--- config.mk ---
export PLATFORM = sky130hd
export DESIGN_NAME = signed_div_frontend
export DESIGN_NICKNAME = d
export VERILOG_FILES = /design/src/rtl/div_pkg.sv /design/src/rtl/div_req_fifo.sv /design/src/rtl/signed_div_frontend.sv
export SDC_FILE = /design/constraint.sdc
export NUM_CORES = 1
export LEC_CHECK = 0
export ABC_AREA = 1
export CAP_MARGIN = 15
export CORE_MARGIN = 4
export CORE_UTILIZATION = 44
export DETAILED_ROUTE_END_ITERATION = 8
export GPL_TIMING_DRIVEN = 0
export PLACE_DENSITY = 0.69
export SYNTH_ARGS = -nofsm -noshare
export SYNTH_HDL_FRONTEND = slang
export SYNTH_SLANG_ARGS = --single-unit
--- constraint.sdc ---
create_clock -name clk_in -period 7.7 [get_ports clk_in]
set_clock_uncertainty 0.1 [all_clocks]
set_input_delay 1.54 -clock clk_in [delete_from_list [all_inputs] [get_ports clk_in]]
set_output_delay 1.54 -clock clk_in [all_outputs]
set_load 0.03 [all_outputs]
--- src/rtl/div_pkg.sv ---
// ---------------------------------------------------------------------------
// div_pkg
//   Shared definitions for the signed divider front-end:
//     div_state_t        front-end sequencing states
//     DIV_MAX_WIDTH      widest operand width the constants below cover
//     DIV_ZERO_QUOTIENT  quotient reported for divide-by-zero; sliced to WIDTH
//                        at the point of use
// ---------------------------------------------------------------------------
package div_pkg;

    typedef enum logic [1:0] {
        ST_IDLE,
        ST_ISSUE,
        ST_WAIT,
        ST_OUTPUT
    } div_state_t;

    localparam int unsigned DIV_MAX_WIDTH = 256;

    localparam logic [DIV_MAX_WIDTH-1:0] DIV_ZERO_QUOTIENT = '1;

endpackage

--- src/rtl/div_req_fifo.sv ---
// ---------------------------------------------------------------------------
// div_req_fifo
//   Synchronous request FIFO with a registered occupancy count. The full and
//   empty flags come only from the registered count, so a pop in the same
//   cycle never makes room for a push in that cycle when full.
//   Ports:
//     clk_in    clock
//     rst_n_in  synchronous active-low reset (empties the FIFO)
//     push      write request (ignored when full)
//     wr_data   write data
//     pop       read request (ignored when empty)
//     rd_data   head entry (valid while !empty)
//     full      occupancy == DEPTH
//     empty     occupancy == 0
// ---------------------------------------------------------------------------
module div_req_fifo #(
    parameter int unsigned DEPTH  = 4,
    parameter int unsigned DATA_W = 8
) (
    input  logic              clk_in,
    input  logic              rst_n_in,
    input  logic              push,
    input  logic [DATA_W-1:0] wr_data,
    input  logic              pop,
    output logic [DATA_W-1:0] rd_data,
    output logic              full,
    output logic              empty
);

    localparam int unsigned AW = $clog2(DEPTH);
    localparam logic [AW:0] FULL_COUNT = (AW + 1)'(DEPTH);

    logic [DATA_W-1:0] mem [DEPTH];
    logic [AW-1:0]     wr_ptr;
    logic [AW-1:0]     rd_ptr;
    logic [AW:0]       count;
    logic              do_push;
    logic              do_pop;

    assign full    = (count == FULL_COUNT);
    assign empty   = (count == '0);
    assign do_push = push & ~full;
    assign do_pop  = pop & ~empty;
    assign rd_data = mem[rd_ptr];

    always_ff @(posedge clk_in) begin
        if (do_push) begin
            mem[wr_ptr] <= wr_data;
        end
    end

    always_ff @(posedge clk_in) begin
        if (!rst_n_in) begin
            wr_ptr <= '0;
            rd_ptr <= '0;
            count  <= '0;
        end else begin
            if (do_push) begin
                wr_ptr <= wr_ptr + AW'(1);
            end
            if (do_pop) begin
                rd_ptr <= rd_ptr + AW'(1);
            end
            case ({do_push, do_pop})
                2'b10:   count <= count + (AW + 1)'(1);
                2'b01:   count <= count - (AW + 1)'(1);
                default: count <= count;
            endcase
        end
    end

endmodule

--- src/rtl/signed_div_frontend.sv ---
// ---------------------------------------------------------------------------
// signed_div_frontend
//   Request front-end for an unsigned iterative divider. Buffers tagged
//   requests, converts signed operands to magnitudes, issues one operation at
//   a time, sign-corrects the returned quotient/remainder (truncating
//   division) and handles divide-by-zero without touching the divider.
//   Ports:
//     clk_in, rst_n_in                 clock, synchronous active-low reset
//     req_valid_in / req_ready_out     request handshake (ready = FIFO not full)
//     req_dividend_in, req_divisor_in  operands
//     req_signed_in                    1 = two's-complement operands
//     req_tag_in                       opaque tag returned with the result
//     div_dividend_out, div_divisor_out  magnitudes to divider
//     div_valid_out                    one-cycle start pulse
//     div_busy_in                      divider busy
//     div_valid_in                     divider result strobe
//     div_quotient_in, div_remainder_in  unsigned divider results
//     res_valid_out / res_ready_in     result handshake
//     res_quotient_out, res_remainder_out, res_tag_out, res_div_zero_out
// ---------------------------------------------------------------------------
module signed_div_frontend
    import div_pkg::*;
#(
    parameter int unsigned WIDTH = 64,
    parameter int unsigned DEPTH = 4,
    parameter int unsigned TAG_W = 4
) (
    input  logic             clk_in,
    input  logic             rst_n_in,
    input  logic             req_valid_in,
    output logic             req_ready_out,
    input  logic [WIDTH-1:0] req_dividend_in,
    input  logic [WIDTH-1:0] req_divisor_in,
    input  logic             req_signed_in,
    input  logic [TAG_W-1:0] req_tag_in,
    output logic [WIDTH-1:0] div_dividend_out,
    output logic [WIDTH-1:0] div_divisor_out,
    output logic             div_valid_out,
    input  logic             div_busy_in,
    input  logic             div_valid_in,
    input  logic [WIDTH-1:0] div_quotient_in,
    input  logic [WIDTH-1:0] div_remainder_in,
    output logic             res_valid_out,
    input  logic             res_ready_in,
    output logic [WIDTH-1:0] res_quotient_out,
    output logic [WIDTH-1:0] res_remainder_out,
    output logic [TAG_W-1:0] res_tag_out,
    output logic             res_div_zero_out
);

    // Request record; its field widths follow the instance parameters.
    typedef struct packed {
        logic [WIDTH-1:0] dividend;
        logic [WIDTH-1:0] divisor;
        logic             is_signed;
        logic [TAG_W-1:0] tag;
    } div_req_t;

    localparam int unsigned REQ_W = $bits(div_req_t);

    div_state_t       state_q;
    div_state_t       state_d;

    div_req_t         push_req;
    div_req_t         head_req;
    logic             fifo_full;
    logic             fifo_empty;
    logic             fifo_pop;

    logic             head_neg_dvd;
    logic             head_neg_dvs;
    logic             head_dvs_zero;
    logic [WIDTH-1:0] head_mag_dvd;
    logic [WIDTH-1:0] head_mag_dvs;

    logic             neg_dvd_q;
    logic             neg_quo_q;
    logic [WIDTH-1:0] mag_dvd_q;
    logic [WIDTH-1:0] mag_dvs_q;
    logic [TAG_W-1:0] tag_q;
    logic [WIDTH-1:0] res_quo_q;
    logic [WIDTH-1:0] res_rem_q;
    logic             res_dz_q;
    logic             issue;

    always_comb begin
        push_req.dividend  = req_dividend_in;
        push_req.divisor   = req_divisor_in;
        push_req.is_signed = req_signed_in;
        push_req.tag       = req_tag_in;
    end

    div_req_fifo #(
        .DEPTH  (DEPTH),
        .DATA_W (REQ_W)
    ) u_req_fifo (
        .clk_in   (clk_in),
        .rst_n_in (rst_n_in),
        .push     (req_valid_in),
        .wr_data  (push_req),
        .pop      (fifo_pop),
        .rd_data  (head_req),
        .full     (fifo_full),
        .empty    (fifo_empty)
    );

    // Magnitudes of the FIFO head. MIN stays MIN after negation, which as an
    // unsigned magnitude is exactly right, so MIN / -1 needs no special case.
    always_comb begin
        head_neg_dvd  = head_req.is_signed & head_req.dividend[WIDTH-1];
        head_neg_dvs  = head_req.is_signed & head_req.divisor[WIDTH-1];
        head_dvs_zero = (head_req.divisor == '0);
        head_mag_dvd  = head_neg_dvd ? -head_req.dividend : head_req.dividend;
        head_mag_dvs  = head_neg_dvs ? -head_req.divisor  : head_req.divisor;
    end

    always_ff @(posedge clk_in) begin
        if (!rst_n_in) begin
            state_q <= ST_IDLE;
        end else begin
            state_q <= state_d;
        end
    end

    always_comb begin
        state_d  = state_q;
        fifo_pop = 1'b0;
        issue    = 1'b0;
        case (state_q)
            ST_IDLE: begin
                if (!fifo_empty) begin
                    fifo_pop = 1'b1;
                    state_d  = head_dvs_zero ? ST_OUTPUT : ST_ISSUE;
                end
            end
            ST_ISSUE: begin
                if (!div_busy_in) begin
                    issue   = 1'b1;
                    state_d = ST_WAIT;
                end
            end
            ST_WAIT: begin
                if (div_valid_in) begin
                    state_d = ST_OUTPUT;
                end
            end
            ST_OUTPUT: begin
                if (res_ready_in) begin
                    state_d = ST_IDLE;
                end
            end
            default: state_d = ST_IDLE;
        endcase
    end

    // Result registers are written only on pop (divide-by-zero) or on the
    // divider strobe, so they stay frozen throughout OUTPUT.
    always_ff @(posedge clk_in) begin
        if (!rst_n_in) begin
            neg_dvd_q <= 1'b0;
            neg_quo_q <= 1'b0;
            mag_dvd_q <= '0;
            mag_dvs_q <= '0;
            tag_q     <= '0;
            res_quo_q <= '0;
            res_rem_q <= '0;
            res_dz_q  <= 1'b0;
        end else begin
            case (state_q)
                ST_IDLE: begin
                    if (!fifo_empty) begin
                        tag_q <= head_req.tag;
                        if (head_dvs_zero) begin
                            res_quo_q <= DIV_ZERO_QUOTIENT[WIDTH-1:0];
                            res_rem_q <= head_req.dividend;
                            res_dz_q  <= 1'b1;
                        end else begin
                            neg_dvd_q <= head_neg_dvd;
                            neg_quo_q <= head_neg_dvd ^ head_neg_dvs;
                            mag_dvd_q <= head_mag_dvd;
                            mag_dvs_q <= head_mag_dvs;
                        end
                    end
                end
                ST_WAIT: begin
                    if (div_valid_in) begin
                        res_quo_q <= neg_quo_q ? -div_quotient_in  : div_quotient_in;
                        res_rem_q <= neg_dvd_q ? -div_remainder_in : div_remainder_in;
                        res_dz_q  <= 1'b0;
                    end
                end
                default: ;
            endcase
        end
    end

    assign req_ready_out     = ~fifo_full;
    assign div_dividend_out  = mag_dvd_q;
    assign div_divisor_out   = mag_dvs_q;
    assign div_valid_out     = issue;
    assign res_valid_out     = (state_q == ST_OUTPUT);
    assign res_quotient_out  = res_quo_q;
    assign res_remainder_out = res_rem_q;
    assign res_tag_out       = tag_q;
    assign res_div_zero_out  = res_dz_q;

endmodule

==> Yosys cells after proc, flatten, opt, wreduce, memory -nomap -nowiden <==
Memory sizes are Yosys's and may differ from the RTL's. A register that Yosys moved wholly into a read port is not among the register bits.
Cells that the tools add are included.
{ "totals": {"register_bits": 272, "ramBits": 532, "input_bits": 267, "out_inout_bits": 264, "wordCells": 80, "mem_count": 1} }
{ "op_classes": {"addsub": 8, "n_eq_ne": 11, "muxes": 31, "bitwise": 8, "n_reduce_logical": 9} }
{ "memory_table": {"columns": ["memory", "words", "width", "rd", "rd_clocked_by_memory_dff", "write_ports", "line_no", "text"], "rows": [
  ["u_req_fifo.mem", 4, 133, 1, 1, 1, "div_req_fifo.sv:33", "logic [DATA_W-1:0] mem [DEPTH];"]
]} }
{ "op_table": {"columns": ["operator", "n"], "rows": [
  ["$mux 64", 10],
  ["$neg 64->64", 4],
  ["$pmux 64 s2", 2],
  ["$logic_not 64->1", 1],
  ["$mux 2", 7],
  ["$mux 1", 9],
  ["$ne 2x2->1 const B", 4],
  ["$pmux 2 s4", 1],
  ["$reduce_and 4->1", 2],
  ["$eq 2x2->1 const B", 3],
  ["$pmux 3 s2", 1],
  ["$add 2x1->2 const B", 2],
  ["$and 1x1->1", 4],
  ["$eq 2x1->1 const B", 2],
  ["$reduce_bool 2->1", 2],
  ["$add 3x1->3 const B", 1],
  ["$eq 3x3->1 const B", 1],
  ["$logic_not 3->1", 1],
  ["$not 1->1", 3],
  ["$reduce_and 3->1", 1],
  ["$sub 3x1->3 const B", 1],
  ["$logic_not 2->1", 1],
  ["$ne 2x1->1 const B", 1],
  ["$pmux 1 s2", 1],
  ["2 further kinds", 2]
]} }

==> Depth between registers and ports, before layout <==
Gate-level depths: netlist (run 1).
{ "logic_depth": {"ltp_word": 6, "ltp_mapped": 25, "ltp_nobuf": 18} }

==> Hierarchy <==
A second synthesis (run 1) with hierarchy kept.
{ "unflattened": {"hier_cells": 4615, "area_unflattened_um2": 38922.3} }
{ "modules_own_cells": {"columns": ["mod", "n_inst", "cells_each", "area_per_inst_um2", "seq_area_each_um2"], "rows": [
  ["div_req_fifo", 1, 1355, 20203.1, 16155.5],
  ["signed_div_frontend", 1, 3260, 18719.2, 5305.1]
]} }

==> Worst setup path after synthesis (run 1) <==
Ideal clock, no wire load.
{ "synth_path": {"path_kind": "input -> register", "startpoint": "input req_valid_in", "endpoint": "memory u_req_fifo.mem[0][0] (netlist name), enable pin", "setup_time_ns": 0.628, "t_arrival_ns": 7.260, "t_required_ns": 6.972, "slack_ns": -0.287, "cell_stages": 2, "path_buffers": 0, "cell_sequence": "nand2_1 -> nor2_1"} }
{ "synth_via": {"elab_chain_len": 3} }
{ "synth_lines": {"columns": ["item", "line_no", "text"], "rows": [
  ["start, declared", "signed_div_frontend.sv:30", "input logic req_valid_in,"],
  ["$and 1x1->1", "div_req_fifo.sv:42", "assign do_push = push & ~full;"],
  ["$mux 1", "div_req_fifo.sv:47", "if (do_push) begin"],
  ["$mux 1 (not written as such)", "div_req_fifo.sv:48", "mem[wr_ptr] <= wr_data;"],
  ["end, declared", "div_req_fifo.sv:33", null]
]} }
No other way between the ends.

==> results of run 1 <==
==> cell usage in the layout (no fill, tap or decap), drive strengths merged, types with 3 or more instances in the layout <==
cell / synthesis / routed
a21boi: 3 / 3
a21oi: 188 / 188
a31oi: 15 / 15
buf: 135 / 157
bufinv: 0 / 5
clkbuf: 96 / 221
clkdlybuf4s50: 0 / 529
clkinv: 2 / 27
clkinvlp: 0 / 7
dfxtp: 274 / 274
diode: 0 / 15
edfxtp: 532 / 532
ha: 14 / 14
inv: 312 / 314
nand2: 1722 / 1722
nand3: 526 / 526
nand3b: 12 / 12
nand4: 56 / 56
nor2: 829 / 829
nor3: 29 / 29
nor4: 3 / 3
o211ai: 6 / 6
o21ai: 221 / 221
o21bai: 5 / 5
o22ai: 8 / 8
or2: 9 / 9
xnor2: 28 / 28
xor2: 61 / 61
==> cell families after synthesis <==
logic type                 share of synthesized area
AOI/OAI and AO/OA                            0.05830
xor gates and xnor gates                     0.01943
adders and majority gates                   0.004866
buffers and inverters                        0.05793
DFF                                           0.5350
and+or+nand+nor                               0.3244
==> critical path, cell delays in order (launching register included) <==
cell	delay, ns
dfxtp_1	0.31
buf_4	0.19
buf_4	0.23
buf_2	0.29
buf_2	0.27
buf_2	0.28
o21ai_0	0.23
nand2_1	0.11
nand2_1	0.27
inv_1	0.17
ha_1	0.18
inv_1	0.07
nor2_1	0.15
nand2_1	0.10
nor2_2	0.32
nand3_1	0.25
nor2_1	0.51
nor2_2	0.26
buf_2	0.33
buf_2	0.34
nor2_1	0.15
nor2_1	0.06
==> through the flow <==
| step | hold WS (ns) | instances |
|---|---|---|
| after floorplan | 0.3362 | 5097 |
| after global placement | 0.3515 | 6802 |
| after detailed placement | 0.3547 | 6824 |
| after CTS | 0.3624 | 6988 |
| after global routing | 0.3790 | 6994 |
| final | 0.3648 | 7003 |
==> layer usage <==
layer | global-route usage | vias to the layer above | wire (µm)
met5 | 0 | - | 52
met4 | 0.1521 | 6 | 8087
met3 | 0.09352 | 373 | 18640
met2 | 0.5371 | 1925 | 75510
met1 | 0.4469 | 17820 | 67650
li1 | - | 17970 | -
==> where the power goes <==
part           leakage, nW  internal, mW  switching [mW]
combinational         11.5          3.64            8.87
clock                 1.41          2.42            1.85
sequential            7.13          5.65           0.649
total                 20.0          11.7            11.4
==> cell usage after synthesis (20+ instances only) <==
master       n
o21ai_1     20
edfxtp_1   532
nand2_1   1713
buf_2       92
xor2_1      61
xnor2_1     28
o21ai_0    200
nand3_1    524
dfxtp_1    274
nor2_1     813
a21oi_1    188
nor3_1      29
nand4_1     55
clkbuf_1    96
inv_1      308
==> how the worst max path moves through the flow <==
stage | startpoint | end | slack, ns | cells past startpoint
CTS | flip-flop | res_remainder_out[38] | 2.51 | 21
floorplan | req_valid_in | u_req_fifo.mem[0][0] | -0.29 | 2
global route | flip-flop | res_remainder_out[38] | 2.25 | 21
global placement | req_valid_in | u_req_fifo.mem[2][123] | -5.80 | 3
finish | flip-flop | div_divisor_out[15] | 2.40 | 21
detailed placement | flip-flop | res_remainder_out[38] | 2.59 | 21
==> registers in the layout, indices dropped and copies added (netlist names), named ones only <==
signal	count
u_req_fifo.rd_ptr	2
div_divisor_out	64
u_req_fifo.wr_ptr	2
div_dividend_out	64
res_tag_out	4
res_remainder_out	64
u_req_fifo.count	3
res_quotient_out	64
state_q	2
res_div_zero_out	1
neg_quo_q	1
neg_dvd_q	1
u_req_fifo.mem	532
==> layout make-up <==
type,count,area (µm²)
clock buffer,125,2440
sequential,806,21460
inverter,314,1180
fill,8438,39920
tap,1176,1471
multi-input combinational,3746,16360
timing repair buffer,551,5766
antenna,15,37.54
clock inverter,39,515.5
buffer,231,1144
==> run_results.csv, run 1 <==
group,metric,value,unit
status,status,"finished, final reports clean",
yosys,synth_ff_type,"edfxtp_1",
run,drv_cap,0,
yosys,yosys.area.top_type_share,0.3983,
sta,worst_pin_slew,1.282,ns
floorplanning,die_w,309.9,µm
clock_tree,cts_buffers,87,
place,post-place-ws,2.592,ns
place,hpwlAfterDp,133300,µm
yosys,syn_nets,5379,
floorplanning,dieArea,96060,µm²
sta,maxSlewHeadroom,0.1457,
clock_tree,ctsResizeCount,0,
floorplanning,die_h,309.9,µm
sta,setup-tns-final,0,ns
sta,setup_viol,0,
clock_tree,cts_setup_buffers,0,
place,postPlaceCellArea,47380,µm²
global_route,grt_pass1_wl,238700,µm
detailed_routing,num_vias,38100,
clock_tree,clockBufferDepth,3,
setup_path,path_class,"flip-flop to flip-flop",
clock_tree,root_buffer,"clkbuf_16",
global_route,grt_max_degree,29,
power,p_leak,20.01,nW
setup_path,cp-start-kind,"flip-flop",
detailed_routing,wl,169900,µm
global_route,overflow,0,
floorplanning,coreArea,90290,µm²
clock_tree,clk_pin_slew_worst_paths,0.06,ns
floorplanning,initial_utilization,0.4443,
global_route,track_usage,0.3425,
sta,rsz0062_at_grt,"false",
sta,max_clock_freq,0.1886,GHz
sta,period_share,0.6887,
floorplanning,ioPinCount,531,
sta,hold_viol,0,
hold_path,hold_path_depth,2,
setup_path,critical_path_arrival,5.79,ns
clock_tree,h-tree-depth,3,
power,total_power,23.07,mW
detailed_routing,antenna_left,0,
detailed_routing,dr.pass1.iters,7,
clock_tree,ctsHoldBuffers,0,
clock_tree,insertion_delay,0.70,ns
yosys,ys_seq_area_frac,0.5350,
yosys,yosysTopAreaCell,"edfxtp_1",
sta,finalCriticalPeriod,5.303,ns
global_route,grt_pass1_vias,35180,
setup_path,r2r-end,"div_divisor_out[15]",
final_layout,utilization,0.5579,
setup_path,end_kind,"flip-flop",
place,port_buffers,529,
clock_tree,cts_tree,"done",
hold_path,worstHoldStart,"div_divisor_out[0]",
sta,drv_slew,0,
final_layout,fin_area,50370,µm²
final_layout,area.growth.synth_to_final,25.58,%
yosys,synth_area_leaders,"edfxtp_1, nand2_1, dfxtp_1, nor2_1, nand3_1",
global_route,antenna_found_initial,19,
floorplanning,rows,110,
yosys,synth_enable_flop_cells,532,
setup_path,r2r_cells,21,
setup_path,crit_required,8.19,ns
setup_path,rrSetupSlack,2.40,ns
yosys,ys_ff_latch,806,
setup_path,crit_fanout,10,
yosys,async_flop_share,0,
hold_path,min_path_type,"flip-flop to flip-flop",
detailed_routing,vias_per_cell,5.441,
final_layout,drive_above_1_share,0.05557,
place,gp_congestion,1.020,
power,powerDensity,457.9,nW/µm²
yosys,ys.warnings.count,0,
power,vdd_drop_max,0.2487,mV
sta,setup_ws,2.397,ns
final_layout,fin_nets,6019,
yosys,ys_types,46,
detailed_routing,drc_errors,0,
yosys,synthCells,5097,
detailed_routing,wl_per_cell,24.27,µm
yosys,syn_avg_cell_area,7.870,µm²
hold_path,min_to,"div_divisor_out[0]",
clock_tree,clkSinkCount,806,
yosys,syn_area,40110,µm²
detailed_routing,drt-initial-drc-count,4355,
Note: power is estimated with default switching activity, not from simulation.
==> run 2: changes to the inputs <==
==> constraint.sdc (replaced) <==
create_clock -name clk_in -period 4.6 [get_ports clk_in]
set_clock_uncertainty 0.1 [all_clocks]
set_input_delay 0.92 -clock clk_in [delete_from_list [all_inputs] [get_ports clk_in]]
set_output_delay 0.92 -clock clk_in [all_outputs]
set_load 0.03 [all_outputs]
==> run 2 against run 1 <==
- power grew 67%
- register-to-register slack worse by 2.3 ns
- critical path type unchanged
- global-route usage barely moved
- setup slack got worse by 2.3 ns
- routed wire length rose by 0.42%
- worst hold slack better by 0.00073 ns
- via count rose by 0.38%
- combinational power up 68%
==> run_results.csv, run 2 (synthesized netlist as in run 1, its figures left out) <==
group,metric,value,unit
sta,drv_slew,0,
setup_path,rrSetupSlack,0.09,ns
clock_tree,cts_tree,"done",
floorplanning,coreArea,90290,µm²
status,status,"finished, final reports clean",
detailed_routing,num_vias,38250,
run,drv_cap,0,
global_route,grt_pass1_wl,238300,µm
floorplanning,dieArea,96060,µm²
detailed_routing,dr.pass1.iters,6,
clock_tree,ctsHoldBuffers,0,
floorplanning,die_h,309.9,µm
floorplanning,initial_utilization,0.4443,
detailed_routing,wl,170700,µm
sta,period_share,0.9815,
detailed_routing,drc_errors,0,
global_route,grt_pass1_vias,35380,
hold_path,min_to,"res_remainder_out[54]",
power,switching_share,0.4929,
power,pwr-share-clk,0.181,
floorplanning,rows,110,
hold_path,min_path_type,"flip-flop to flip-flop",
global_route,track_usage,0.3429,
power,pwr-share-comb,0.546,
global_route,grt_max_degree,29,
final_layout,final_cell_mix,"nand2_1, nor2_1, edfxtp_1",
sta,setup_viol,0,
hold_path,hold_path_depth,2,
detailed_routing,vias_per_cell,5.459,
setup_path,r2r-end,"div_dividend_out[54]",
power,powerDensity,763.6,nW/µm²
final_layout,largest_register,"u_req_fifo.mem",
setup_path,worstPathCellList,"buf_4 -> clkbuf_4 -> buf_4 -> buf_4 -> buf_2 -> nand2_1 -> nand2_2 -> inv_1 -> ha_1 -> inv_1 -> nor2_1 -> nand2_1 -> nor2_4 -> nand3_1 -> nor2_4 -> nor2_4 -> buf_6 -> buf_4 -> nand2_1 -> nor2_1 -> nor2_1",
floorplanning,ioPinCount,531,
sta,maxSlewHeadroom,0.2267,
final_layout,fillCellCount,8440,
clock_tree,cts_buffers,85,
final_layout,largest_register_ff_count,532,
clock_tree,clkSinkCount,806,
place,gp_congestion,1.012,
setup_path,r2r_cells,21,
clock_tree,clk_pin_slew_worst_paths,0.06,ns
setup_path,crit_fanout,10,
global_route,overflow,0,
place,post-place-ws,-0.5206,ns
place,port_buffers,529,
clock_tree,root_buffer,"clkbuf_16",
sta,hold_viol,0,
final_layout,final_common_cell,"nand2_1",
setup_path,critical_path_arrival,4.99,ns
final_layout,area.growth.synth_to_final,25.56,%
power,power_frac_seq,0.274,
final_layout,fin_nets,6017,
setup_path,path_class,"flip-flop to flip-flop",
setup_path,cp-start-kind,"flip-flop",
final_layout,utilization,0.5578,
clock_tree,clockBufferDepth,3,
detailed_routing,wl_per_cell,24.36,µm
setup_path,cpMostUsedCell,"buf_4",
setup_path,end_kind,"flip-flop",
detailed_routing,drt-initial-drc-count,4519,
setup_path,max_stage_delay,0.35,ns
sta,finalCriticalPeriod,4.515,ns
setup_path,critical_path.slowest_cell,"buf_2",
final_layout,drive_above_1_share,0.05648,
sta,max_clock_freq,0.2215,GHz
place,hpwlAfterDp,134500,µm
clock_tree,h-tree-depth,3,
sta,setup_ws,0.08530,ns
detailed_routing,antenna_left,0,
power,internal_power,19.50,mW
power,vdd_drop_max,0.4540,mV
floorplanning,die_w,309.9,µm
global_route,antenna_found_initial,18,
hold_path,worstHoldStart,"res_remainder_out[54]",
power,p_switching,18.96,mW
setup_path,crit_required,5.08,ns
sta,rsz0062_at_grt,"false",
power,p_leak,20.01,nW
sta,worst_pin_slew,1.160,ns
clock_tree,insertion_delay,0.70,ns
## run 2: cell types whose count changed in the layout (fill, tap and decap cells not counted), sizes merged
| cell | change |
|---|---|
| inv | +1 |
| buf | -5 |
| bufinv | -1 |
| clkinv | +6 |
| clkbuf | -3 |
| clkinvlp | -3 |
| diode | +8 |
## run 2: worst max-delay path by stage
| stage | from | end | slack [ns] | cells after the start |
|---|---|---|---|---|
| floorplan | req_valid_in | u_req_fifo.mem[0][0] | -0.55 | 2 |
| global placement | req_valid_in | u_req_fifo.mem[3][112] | -4.04 | 3 |
| detailed placement | flip-flop | div_divisor_out[6] | -0.52 | 21 |
| CTS | flip-flop | res_remainder_out[27] | 0.003 | 19 |
| global route | flip-flop | div_dividend_out[54] | 0.004 | 25 |
| finish | flip-flop | div_dividend_out[54] | 0.09 | 21 |
## run 2: timing repair
item,4_1_cts,5_1_grt
setup endpoints to repair,257,172
cloned,0,0
resized for setup,11,17
buffers inserted,2,0
pin swaps,1,0
## run 2: metal layers
metal	part of all wire	global-route usage	vias up
met5	0.00024	0	-
met4	0.045	0.1427	6
met1	0.40	0.4597	18010
met3	0.11	0.07916	346
met2	0.44	0.5387	1920
li1	-	-	17960
## run 2: power groups by stage
stage	clock [mW]	combinational (mW)	sequential [mW]
after floorplan	0	9.92	12.4
after global placement	0	20.1	10.7
after detailed placement	0	20.4	10.6
after CTS	6.99	20.5	10.5
after global routing	7.31	22.4	10.6
final	6.96	21.0	10.5
## run 2: area by class of cell
cell class                 instances  area, µm²  area share
clock inverter                    42      460.4    0.009142
clock buffer                     117       2380     0.04725
inverter                         314       1180     0.02343
timing repair buffer             553       5796      0.1151
antenna                           23      57.56    0.001143
buffer                           229       1162     0.02308
tap                             1176       1471     0.02922
multi-input combinational       3746      16400      0.3256
sequential                       806      21460      0.4261
## run 2: stage by stage
step / hold WS [ns] / instances / power [mW] / setup TNS, ns / area, µm²
after floorplan: 0.3362 / 5097 / 22.34 / -293.88 / 40120
after global placement: 0.3478 / 6802 / 30.85 / -2186.34 / 46890
after detailed placement: 0.3575 / 6824 / 31.02 / -68.40 / 47390
after CTS: 0.3662 / 6984 / 38.01 / 0 / 50280
after global routing: 0.3866 / 6990 / 40.32 / 0 / 50320
final: 0.3655 / 7006 / 38.46 / 0 / 50360
## run 2: critical path, delay by kind of cell, from the launching register on
family | cells | cell delay (ns)
fa+ha+maj | 1 | 0.22
buf+inv | 9 | 2.12
flops | 1 | 0.31
simple gates | 11 | 1.64
